**src/rtl/prime_cnt_ctrl.sv**
```systemverilog
// prime_cnt_ctrl
//   Sequencing controller for the 4-bit JK prime counter (2,3,5,7,11,13,wrap).
//   Issues clr/step pulses to the counter either periodically (free-run) or
//   once per request (single), checks each returned count against the
//   expected prime, and forwards verified values. A mismatch parks the
//   controller in ERR with a sticky err flag until the next start.
//
// Ports
//   clk       rising-edge clock
//   reset     asynchronous, active-high reset
//   start     begin free-run (accepted in IDLE and ERR)
//   stop      end free-run (has priority over start/single in IDLE)
//   single    one step from IDLE
//   rate      idle cycles between steps, latched on start (0 behaves as 1)
//   count_in  counter output, valid one cycle after clr/step
//   clr       counter clear pulse (counter loads 2)
//   step      counter advance pulse
//   value     last verified prime
//   valid     one-cycle pulse when value updates
//   wrap      one-cycle pulse with valid when 2 follows 13
//   busy      high outside IDLE and ERR
//   err       sticky mismatch flag
//
// States
//   state   | meaning
//   --------+---------------------------------------------------------
//   S_IDLE  | waiting for start or single
//   S_CLEAR | clr pulse to counter, expected index reset to 0
//   S_WAIT  | down-counting rate_q cycles before the next step
//   S_STEP  | step pulse to counter, expected index advances
//   S_CHECK | compare count_in with the expected prime
//   S_ERR   | mismatch seen; outputs quiet until start
module prime_cnt_ctrl #(
  parameter int RATE_W = 8
) (
  input  logic              clk,
  input  logic              reset,
  input  logic              start,
  input  logic              stop,
  input  logic              single,
  input  logic [RATE_W-1:0] rate,
  input  logic [3:0]        count_in,
  output logic              clr,
  output logic              step,
  output logic [3:0]        value,
  output logic              valid,
  output logic              wrap,
  output logic              busy,
  output logic              err
);

  typedef enum logic [2:0] {
    S_IDLE  = 3'd0,
    S_CLEAR = 3'd1,
    S_WAIT  = 3'd2,
    S_STEP  = 3'd3,
    S_CHECK = 3'd4,
    S_ERR   = 3'd5
  } state_t;

  state_t state, state_nxt;

  logic [2:0]        idx;
  logic [RATE_W-1:0] rate_q;
  logic [RATE_W-1:0] wcnt;
  logic              single_f;
  logic              stop_pend;
  logic              from_step;

  // control strobes from the next-state logic to the datapath registers
  logic ld_rate;
  logic idx_clr;
  logic idx_inc;
  logic ld_wait;
  logic dec_wait;
  logic set_single;
  logic set_stop;
  logic clr_flags;
  logic upd_value;
  logic set_err;
  logic clr_err;

  logic              match;
  logic [RATE_W-1:0] rate_eff;

  function automatic logic [3:0] prime_at(input logic [2:0] i);
    logic [3:0] p;
    case (i)
      3'd0:    p = 4'd2;
      3'd1:    p = 4'd3;
      3'd2:    p = 4'd5;
      3'd3:    p = 4'd7;
      3'd4:    p = 4'd11;
      default: p = 4'd13;
    endcase
    return p;
  endfunction

  assign match    = (count_in == prime_at(idx));
  // a zero rate would leave the wait timer with no terminal count
  assign rate_eff = (rate == '0) ? RATE_W'(1) : rate;

  always_ff @(posedge clk or posedge reset) begin
    if (reset) begin
      state <= S_IDLE;
    end else begin
      state <= state_nxt;
    end
  end

  always_comb begin
    state_nxt  = state;
    ld_rate    = 1'b0;
    idx_clr    = 1'b0;
    idx_inc    = 1'b0;
    ld_wait    = 1'b0;
    dec_wait   = 1'b0;
    set_single = 1'b0;
    set_stop   = 1'b0;
    clr_flags  = 1'b0;
    upd_value  = 1'b0;
    set_err    = 1'b0;
    clr_err    = 1'b0;

    case (state)
      S_IDLE: begin
        if (!stop) begin
          if (start) begin
            state_nxt = S_CLEAR;
            ld_rate   = 1'b1;
            clr_flags = 1'b1;
          end else if (single) begin
            state_nxt  = S_STEP;
            set_single = 1'b1;
          end
        end
      end

      S_CLEAR: begin
        idx_clr   = 1'b1;
        set_stop  = stop;
        state_nxt = S_CHECK;
      end

      S_STEP: begin
        idx_inc   = 1'b1;
        set_stop  = stop;
        state_nxt = S_CHECK;
      end

      S_CHECK: begin
        if (match) begin
          upd_value = 1'b1;
          // a stop seen in this very cycle also ends the run here
          if (single_f || stop_pend || stop) begin
            state_nxt = S_IDLE;
            clr_flags = 1'b1;
          end else begin
            state_nxt = S_WAIT;
            ld_wait   = 1'b1;
          end
        end else begin
          set_err   = 1'b1;
          clr_flags = 1'b1;
          state_nxt = S_ERR;
        end
      end

      S_WAIT: begin
        dec_wait = 1'b1;
        if (stop) begin
          state_nxt = S_IDLE;
        end else if (wcnt <= RATE_W'(1)) begin
          state_nxt = S_STEP;
        end
      end

      S_ERR: begin
        if (start) begin
          state_nxt = S_CLEAR;
          ld_rate   = 1'b1;
          clr_err   = 1'b1;
          clr_flags = 1'b1;
        end
      end

      default: begin
        state_nxt = S_IDLE;
      end
    endcase
  end

  always_ff @(posedge clk or posedge reset) begin
    if (reset) begin
      idx       <= 3'd0;
      rate_q    <= RATE_W'(1);
      wcnt      <= '0;
      single_f  <= 1'b0;
      stop_pend <= 1'b0;
      from_step <= 1'b0;
      value     <= 4'd0;
      valid     <= 1'b0;
      wrap      <= 1'b0;
      err       <= 1'b0;
    end else begin
      // remembers whether the cycle before CHECK was a step (not a clear)
      from_step <= (state == S_STEP);

      valid <= upd_value;
      wrap  <= upd_value && (idx == 3'd0) && from_step;
      if (upd_value) begin
        value <= count_in;
      end

      if (ld_rate) begin
        rate_q <= rate_eff;
      end

      if (idx_clr) begin
        idx <= 3'd0;
      end else if (idx_inc) begin
        idx <= (idx == 3'd5) ? 3'd0 : idx + 3'd1;
      end

      if (ld_wait) begin
        wcnt <= rate_q;
      end else if (dec_wait) begin
        wcnt <= wcnt - RATE_W'(1);
      end

      if (clr_flags) begin
        single_f  <= 1'b0;
        stop_pend <= 1'b0;
      end else begin
        if (set_single) begin
          single_f <= 1'b1;
        end
        if (set_stop) begin
          stop_pend <= 1'b1;
        end
      end

      if (set_err) begin
        err <= 1'b1;
      end else if (clr_err) begin
        err <= 1'b0;
      end
    end
  end

  // pure state decodes: no path from any input to these outputs
  assign clr  = (state == S_CLEAR);
  assign step = (state == S_STEP);
  assign busy = (state != S_IDLE) && (state != S_ERR);

endmodule

```
**config.mk**
```make
export PLATFORM = sky130hd
export DESIGN_NAME = prime_cnt_ctrl
export DESIGN_NICKNAME = d
export VERILOG_FILES = /design/src/rtl/prime_cnt_ctrl.sv
export SDC_FILE = /design/constraint.sdc
export NUM_CORES = 1
export LEC_CHECK = 0
export ABC_CLOCK_PERIOD_IN_PS = 2150
export BUFFER_PORTS_ARGS = -buffer_cell sky130_fd_sc_hd__buf_2
export CAP_MARGIN = 20
export CORE_ASPECT_RATIO = 1.25
export CORE_MARGIN = 2
export CORE_UTILIZATION = 42
export DETAILED_ROUTE_END_ITERATION = 7
export GPL_TIMING_DRIVEN = 0
export PLACE_DENSITY_LB_ADDON = 0.12
export SYNTH_ARGS = -nofsm -noshare
export SYNTH_HDL_FRONTEND = slang
export SYNTH_SLANG_ARGS = --single-unit
```
**constraint.sdc**
```tcl
create_clock -name clk -period 2.15 [get_ports clk]
set_clock_uncertainty 0.1 [all_clocks]
set_input_delay 0.1075 -clock clk [delete_from_list [all_inputs] [get_ports clk]]
set_output_delay 0.1075 -clock clk [all_outputs]
set_load 0.005 [all_outputs]
```
==> results of run 1 <==
[critical path, delay by kind of cell, from the launching register on]
kind | cells | cell delay (ns)
buf+inv | 1 | 0.21
mux | 2 | 0.54
flops | 1 | 0.44
compound gates | 1 | 0.33
simple gates | 2 | 0.42
[logic make-up after synthesis]
logic type | after synthesis | share of synthesized area [%]
multiplexers | 17 | 10.9
XOR/XNOR | 5 | 2.51
buffers and inverters | 12 | 3.22
flip-flops | 32 | 45.9
adder cells (fa/ha/maj) | 3 | 2.15
AO/OA/AOI/OAI | 33 | 15.0
AND/OR/NAND/NOR | 61 | 20.3
[worst paths after layout]
kind                             start        end  slack [ns]  cells after the start
setup / recovery                idx[0]    wcnt[0]       0.004                      6
hold / removal             count_in[1]   value[1]        0.02                      2
setup reg to reg                idx[0]    wcnt[0]       0.004                      6
hold reg to reg               value[3]   value[3]        0.40                      1
max in group asynchronous        reset  rate_q[0]        0.94                      4
min in group asynchronous        reset   state[2]        0.40                      3
[timing repair]
action | CTS | global route
setup buffers | 15 | 1
resized for setup | 15 | 9
hold buffers | 8 | 0
endpoints found under the hold margin | 23 | 0
endpoints found under the setup margin | 25 | 24
pin swaps | 5 | 6
[placed cells by master (no fill, tap or decap), types with 5 or more instances in the layout]
cell type / count
inv_1: 5
buf_4: 14
mux2_2: 15
clkbuf_8: 5
nor3_1: 8
nand2_1: 10
dfrtp_1: 28
nor2_1: 13
a21oi_1: 7
dlygate4sd3_1: 8
buf_2: 27
[sequential cells by signal (all words and copies together), names as in the netlist]
name,count
err,1
from_step,1
idx,3
rate_q,8
single_f,1
state,3
stop_pend,1
valid,1
value,4
wcnt,8
wrap,1
[area by class of cell]
cell class                      count  area (um^2)  area share [%]
Tap cell                           56         70.1            3.03
Clock inverter                      1         5.00           0.216
Sequential cell                    32          806            34.8
Inverter                            7         26.3            1.14
Buffer                              4         20.0           0.865
Clock buffer                        7         76.3            3.30
Multi-Input combinational cell    119          965            41.7
Timing Repair Buffer               49          347            15.0
[report_power, final]
part           leakage [nW]  internal, mW  switching [mW]
Clock                0.0422         0.227           0.204
Combinational         0.600         0.631           0.568
Sequential            0.397         0.857           0.191
Total                  1.04          1.71           0.963
[metrics by stage]
step                      cell area (um^2)  instances  hold slack [ns]  power (mW)
after floorplan                       1750        163            0.123        1.79
after global placement                1950        245            0.256        2.04
after detailed placement              1980        246            0.174        2.08
after CTS                             2290        276          0.00546        2.67
after global routing                  2310        275           0.0176        2.90
final                                 2310        275           0.0160        2.68
[layer usage]
metal  vias up  wire length, um
li1        709                -
met1       702             1590
met2        33             2070
met3         7              138
met4         0               76
met5         -                0
==> impl_metrics.ini, run 1 <==
[logic_synthesis]
synth.cell_area_mm2 = 0.00175
synth_cells = 163
synth.avg_cell_area_um2 = 10.7
ys_top_cells_by_area = dfrtp_1 44%, mux2_2 10%, nor2_1 3.0%
synth.distinct_cells = 50
synth_top_area_share_pct = 44.4
synthTopCellsByCount = 31 x dfrtp_1, 16 x mux2_2, 14 x nor2_1, 10 x nand2_1, 9 x nor3_1
async_flop_share_pct = 100
synth-edff-count = 0
yosys.area.top_type = dfrtp_1
syn-num-nets = 183
synthFlopType = dfrtp_1
yosysMostFrequentCell = dfrtp_1
ys_ff_latch = 32
ys_seq_area_share_pct = 45.9
yosys_warnings = 0

[outcome]
outcome = complete, no violations

[timing]
hold_viol_final = 0
timing.final.crit_period_ns = 2.15
finalSetupTns_ns = 0
worst_pin_slew_ns = 0.948
rsz0062_at_grt = yes
drv_slew = 0
fin_crit_sh_pct = 99.8
setup_viol = 0
relSlewSlack_pct = 36.3
fin_ws_ns = 0.00403
fmax_ghz = 0.466

[floorplan]
start_util_pct = 43.3
die_area_mm2 = 0.00470
fp.coreArea_mm2 = 0.00403
pin_count = 27
placementRows = 26
die_h_um = 76.1
die_w_um = 61.7

[critical_path]
crit_type = register to register
slowest_stage = dfrtp_2
cpPeakStageDelay_ns = 0.44
crit_arrival_ns = 2.21
path_max_fanout = 8
crit_chain = mux2i_2 -> or2_4 -> a2111oi_4 -> buf_4 -> nand3_4 -> mux2_4
required_ns = 2.22
critical_path.startpoint_type = register
end_kind = register

[clocking]
clk_pin_slew_ns = 0.06
clkSinkCount = 32
clk_latency_ns = 0.28
htree_levels = 2
root_buffer = clkbuf_8
cts_tree = built
cts_buffer_depth = 2
cts_buffers = 5

[global_routing]
grt_pass1_wl_um = 6660
grt_pass1_vias = 1485
use_met1_pct = 22.0
use_met2_pct = 30.8
grt.overflow.total = 0
grt_usage_pct = 18.6
busiest_layer = met2
grt_max_degree = 18
use_met3_pct = 4.92
antenna_found_initial = 0

[power]
p_per_area_mw_per_mm2 = 1160
ir_worst_vdd_mv = 0.697
leakage_nw = 1.04

[job]
drv_cap = 0

[final_layout]
nets = 238
fin_util_pct = 57.4
antenna_cells = 0
drive_above_1_share_pct = 42.5
syn_to_final_growth_pct = 32.4
fillers = 380

[route]
drt_iter0_drc = 40
drt_wl_total_um = 3880
wl_per_cell_um = 14.1
ant_nets = 0
via_count = 1451
drt-vias-per-instance = 5.28
drc_errors = 0
dr.pass1.iters = 4

[placed_design]
place_congestion = 0.815
place.port_buffers = 26
dp_slack_ns = -0.284
place.detailed.hpwl_um = 2750

[hold_path]
hold_class = input port to register
(Power assumes the default switching activity.)
==> run 2, diff against run 1 <==
--- a/config.mk
+++ b/config.mk
@@ -5,7 +5,8 @@
 export SDC_FILE = /design/constraint.sdc
 export NUM_CORES = 1
 export LEC_CHECK = 0
-export ABC_CLOCK_PERIOD_IN_PS = 2150
+export ABC_AREA = 1
+export ABC_CLOCK_PERIOD_IN_PS = 2000
 export BUFFER_PORTS_ARGS = -buffer_cell sky130_fd_sc_hd__buf_2
 export CAP_MARGIN = 20
 export CORE_ASPECT_RATIO = 1.25
==> constraint.sdc (replaced) <==
create_clock -name clk -period 2 [get_ports clk]
set_clock_uncertainty 0.1 [all_clocks]
set_input_delay 0.1 -clock clk [delete_from_list [all_inputs] [get_ports clk]]
set_output_delay 0.1 -clock clk [all_outputs]
set_load 0.005 [all_outputs]
==> run 2 against run 1 <==
Sequential power increased by 6%. Core utilization down 1.4 points. Flip-flop and latch count is the same. Critical path depth up 6. Critical endpoint unchanged. Power rose by 2.2%. Final area down 0.86%. Synthesized area is 2.5% higher. Clock power up 21%. Via count is 8.0% higher.
==> impl_metrics.ini, run 2 <==
[logic_synthesis]
synth-simple-area-share_pct = 33.0
muxShareOfSynthArea_pct = 0
synthXorXnorAreaFrac_pct = 2.44
synthFlopType = dfrtp_1
synth-edff-count = 0
yosys.area.top_type = dfrtp_1
async_flop_share_pct = 100
yosys_warnings = 0
synth_top_family_by_area = simple AND/OR/NAND/NOR gates
synthTopCellsByCount = 56 x nand2_1, 33 x inv_1, 31 x dfrtp_1, 20 x nand3_1, 18 x nor2_1
ys_seq_area_share_pct = 44.8
syn-num-nets = 246
ys_top_cells_by_area = dfrtp_1 43%, nand2_1 12%, inv_1 6.9%
synth.distinct_cells = 35
synth_top_area_share_pct = 43.3
ys_ff_latch = 32
synth-compound-area-share_pct = 8.80
synth_cells = 226
yosysMostFrequentCell = nand2_1
synth.cell_area_mm2 = 0.00179
synthAdderAreaFrac_pct = 2.09
synth.avg_cell_area_um2 = 7.93

[route]
via_count = 1567
wl_per_cell_um = 11.2
drt_wl_total_um = 3760
drt_iter0_drc = 49
drc_errors = 0
ant_nets = 0
drt-vias-per-instance = 4.69
dr.pass1.iters = 4

[final_layout]
layout_common_cells = 55 x nand2_1, 33 x inv_1, 30 x dfrtp_1
nets = 297
final_common_cell = nand2_1
syn_to_final_growth_pct = 28.1
reg_top3 = rate_q (8), wcnt (8), value (4)
antenna_cells = 0
fin_util_pct = 56.0
drive_above_1_share_pct = 23.0

[timing]
fin_crit_sh_pct = 92.7
fmax_ghz = 0.539
finalSetupTns_ns = 0
rsz0062_at_grt = no
drv_slew = 0
hold_slack_ns = 0.0114
setup_viol = 0
fin_ws_ns = 0.146
timing.final.crit_period_ns = 1.85
hold_viol_final = 0
worst_pin_slew_ns = 0.679
relSlewSlack_pct = 54.7

[critical_path]
crit_arrival_ns = 1.93
cpPeakStageDelay_ns = 0.43
crit_top_cell = inv_1
required_ns = 2.07
crit_chain = nand2_2 -> inv_1 -> ha_1 -> inv_1 -> nand3_1 -> nand2_1 -> nand2_2 -> nor2_8 -> nand3_4 -> buf_8 -> o21ai_2 -> inv_1
path_max_fanout = 5
slowest_stage = dfrtp_1
end_kind = register
crit_type = register to register
critical_path.startpoint_type = register

[outcome]
outcome = complete, no violations

[global_routing]
grt_max_degree = 19
grt_pass1_wl_um = 6290
grt.overflow.total = 0
use_met2_pct = 26.0
busiest_layer = met2
use_met3_pct = 2.79
grt_usage_pct = 16.2
use_met1_pct = 21.4
antenna_found_initial = 0
grt_pass1_vias = 1420

[floorplan]
die_area_mm2 = 0.00481
die_w_um = 62.4
placementRows = 26
die_h_um = 77.0
pin_count = 27
fp.coreArea_mm2 = 0.00410
start_util_pct = 43.7

[clocking]
clkSinkCount = 32
clk_latency_ns = 0.28
htree_levels = 2
cts_buffer_depth = 2
root_buffer = clkbuf_8
cts_tree = built
cts_buffers = 5
clk_pin_slew_ns = 0.07

[placed_design]
dp_slack_ns = 0.0693
place.detailed.hpwl_um = 2760
place.port_buffers = 26
place_congestion = 0.791

[hold_path]
hold_class = input port to register

[job]
drv_cap = 0

[power]
leakage_nw = 1.22
p_per_area_mw_per_mm2 = 1190
total_power_mw = 2.74
ir_worst_vdd_mv = 0.682
-- run 2: cell types whose count changed in the layout (fill, tap and decap cells not counted), moves of 6 or more --
cell	before	now
nand2_1	10	55
inv_1	5	33
nand3_1	1	20
mux2_2	15	0
buf_4	14	4
nand4_1	0	8
nor3_1	8	2
o21ai_0	2	8
o21ai_1	0	6
-- run 2: critical path: cells and delay by family, from the launching register on --
kind / cells / cell delay [ns]
AO/OA/AOI/OAI: 1 / 0.10
AND/OR/NAND/NOR: 6 / 0.63
buffers and inverters: 4 / 0.33
adder cells (fa/ha/maj): 1 / 0.16
flip-flops: 1 / 0.43
-- run 2: cells by family (layout without fill, tap and decap cells) --
logic type               Yosys count  in the layout
XOR/XNOR                           5              5
AND/OR/NAND/NOR                  120            120
adder cells (fa/ha/maj)            3              3
buffers and inverters             40             92
flip-flops                        32             32
AO/OA/AOI/OAI                     26             26
-- run 2: final timing paths --
kind | from | endpoint | slack [ns] | cells after the start
worst max register to register | idx[1] | wcnt[0] | 0.15 | 12
worst max-delay path | idx[1] | wcnt[0] | 0.15 | 12
worst min register to register | value[3] | value[3] | 0.37 | 2
max in group asynchronous | reset | idx[0] | 0.91 | 4
worst min-delay path | count_in[2] | value[2] | 0.01 | 3
min in group asynchronous | reset | rate_q[3] | 0.36 | 3
-- run 2: what timing repair did --
| item | in CTS | in global routing |
|---|---|---|
| resized for setup | 0 | 3 |
| hold endpoints to repair | 24 | 0 |
| setup endpoints to repair | 0 | 13 |
| setup buffers | 0 | 4 |
| hold buffers | 12 | 0 |
-- run 2: stage by stage --
stage	std cells	cell area (um^2)
6_report	334	2290
5_1_grt	334	2290
4_1_cts	329	2230
3_5_place_dp	309	2020
3_3_place_gp	308	1990
2_1_floorplan	226	1790
-- run 2: report_power, final --
part           internal (mW)  switching [mW]  total, mW
logic                  0.458           0.645       1.10
registers              0.912           0.199       1.11
clock network          0.275           0.248      0.523
-- run 2: final cells by class --
| class | instances | area (um^2) |
|---|---|---|
| multi-input cells | 154 | 832 |
| clock buffers | 6 | 82.6 |
| flip-flops and latches | 32 | 803 |
| plain buffers | 3 | 25.0 |
| well taps | 56 | 70.1 |
| repair buffers | 44 | 333 |
| fillers | 408 | 1800 |
| inverters | 37 | 139 |
| clock inverters | 2 | 10.0 |
-- run 2: per-layer routing --
metal  share of wire, %  wire length, um  vias to the layer above
li1                   -                -                      828
met1                 48             1820                      709
met2                 48             1800                       25
met3                2.5               93                        5
met4                1.3               50                        0
met5                  0                0                        -
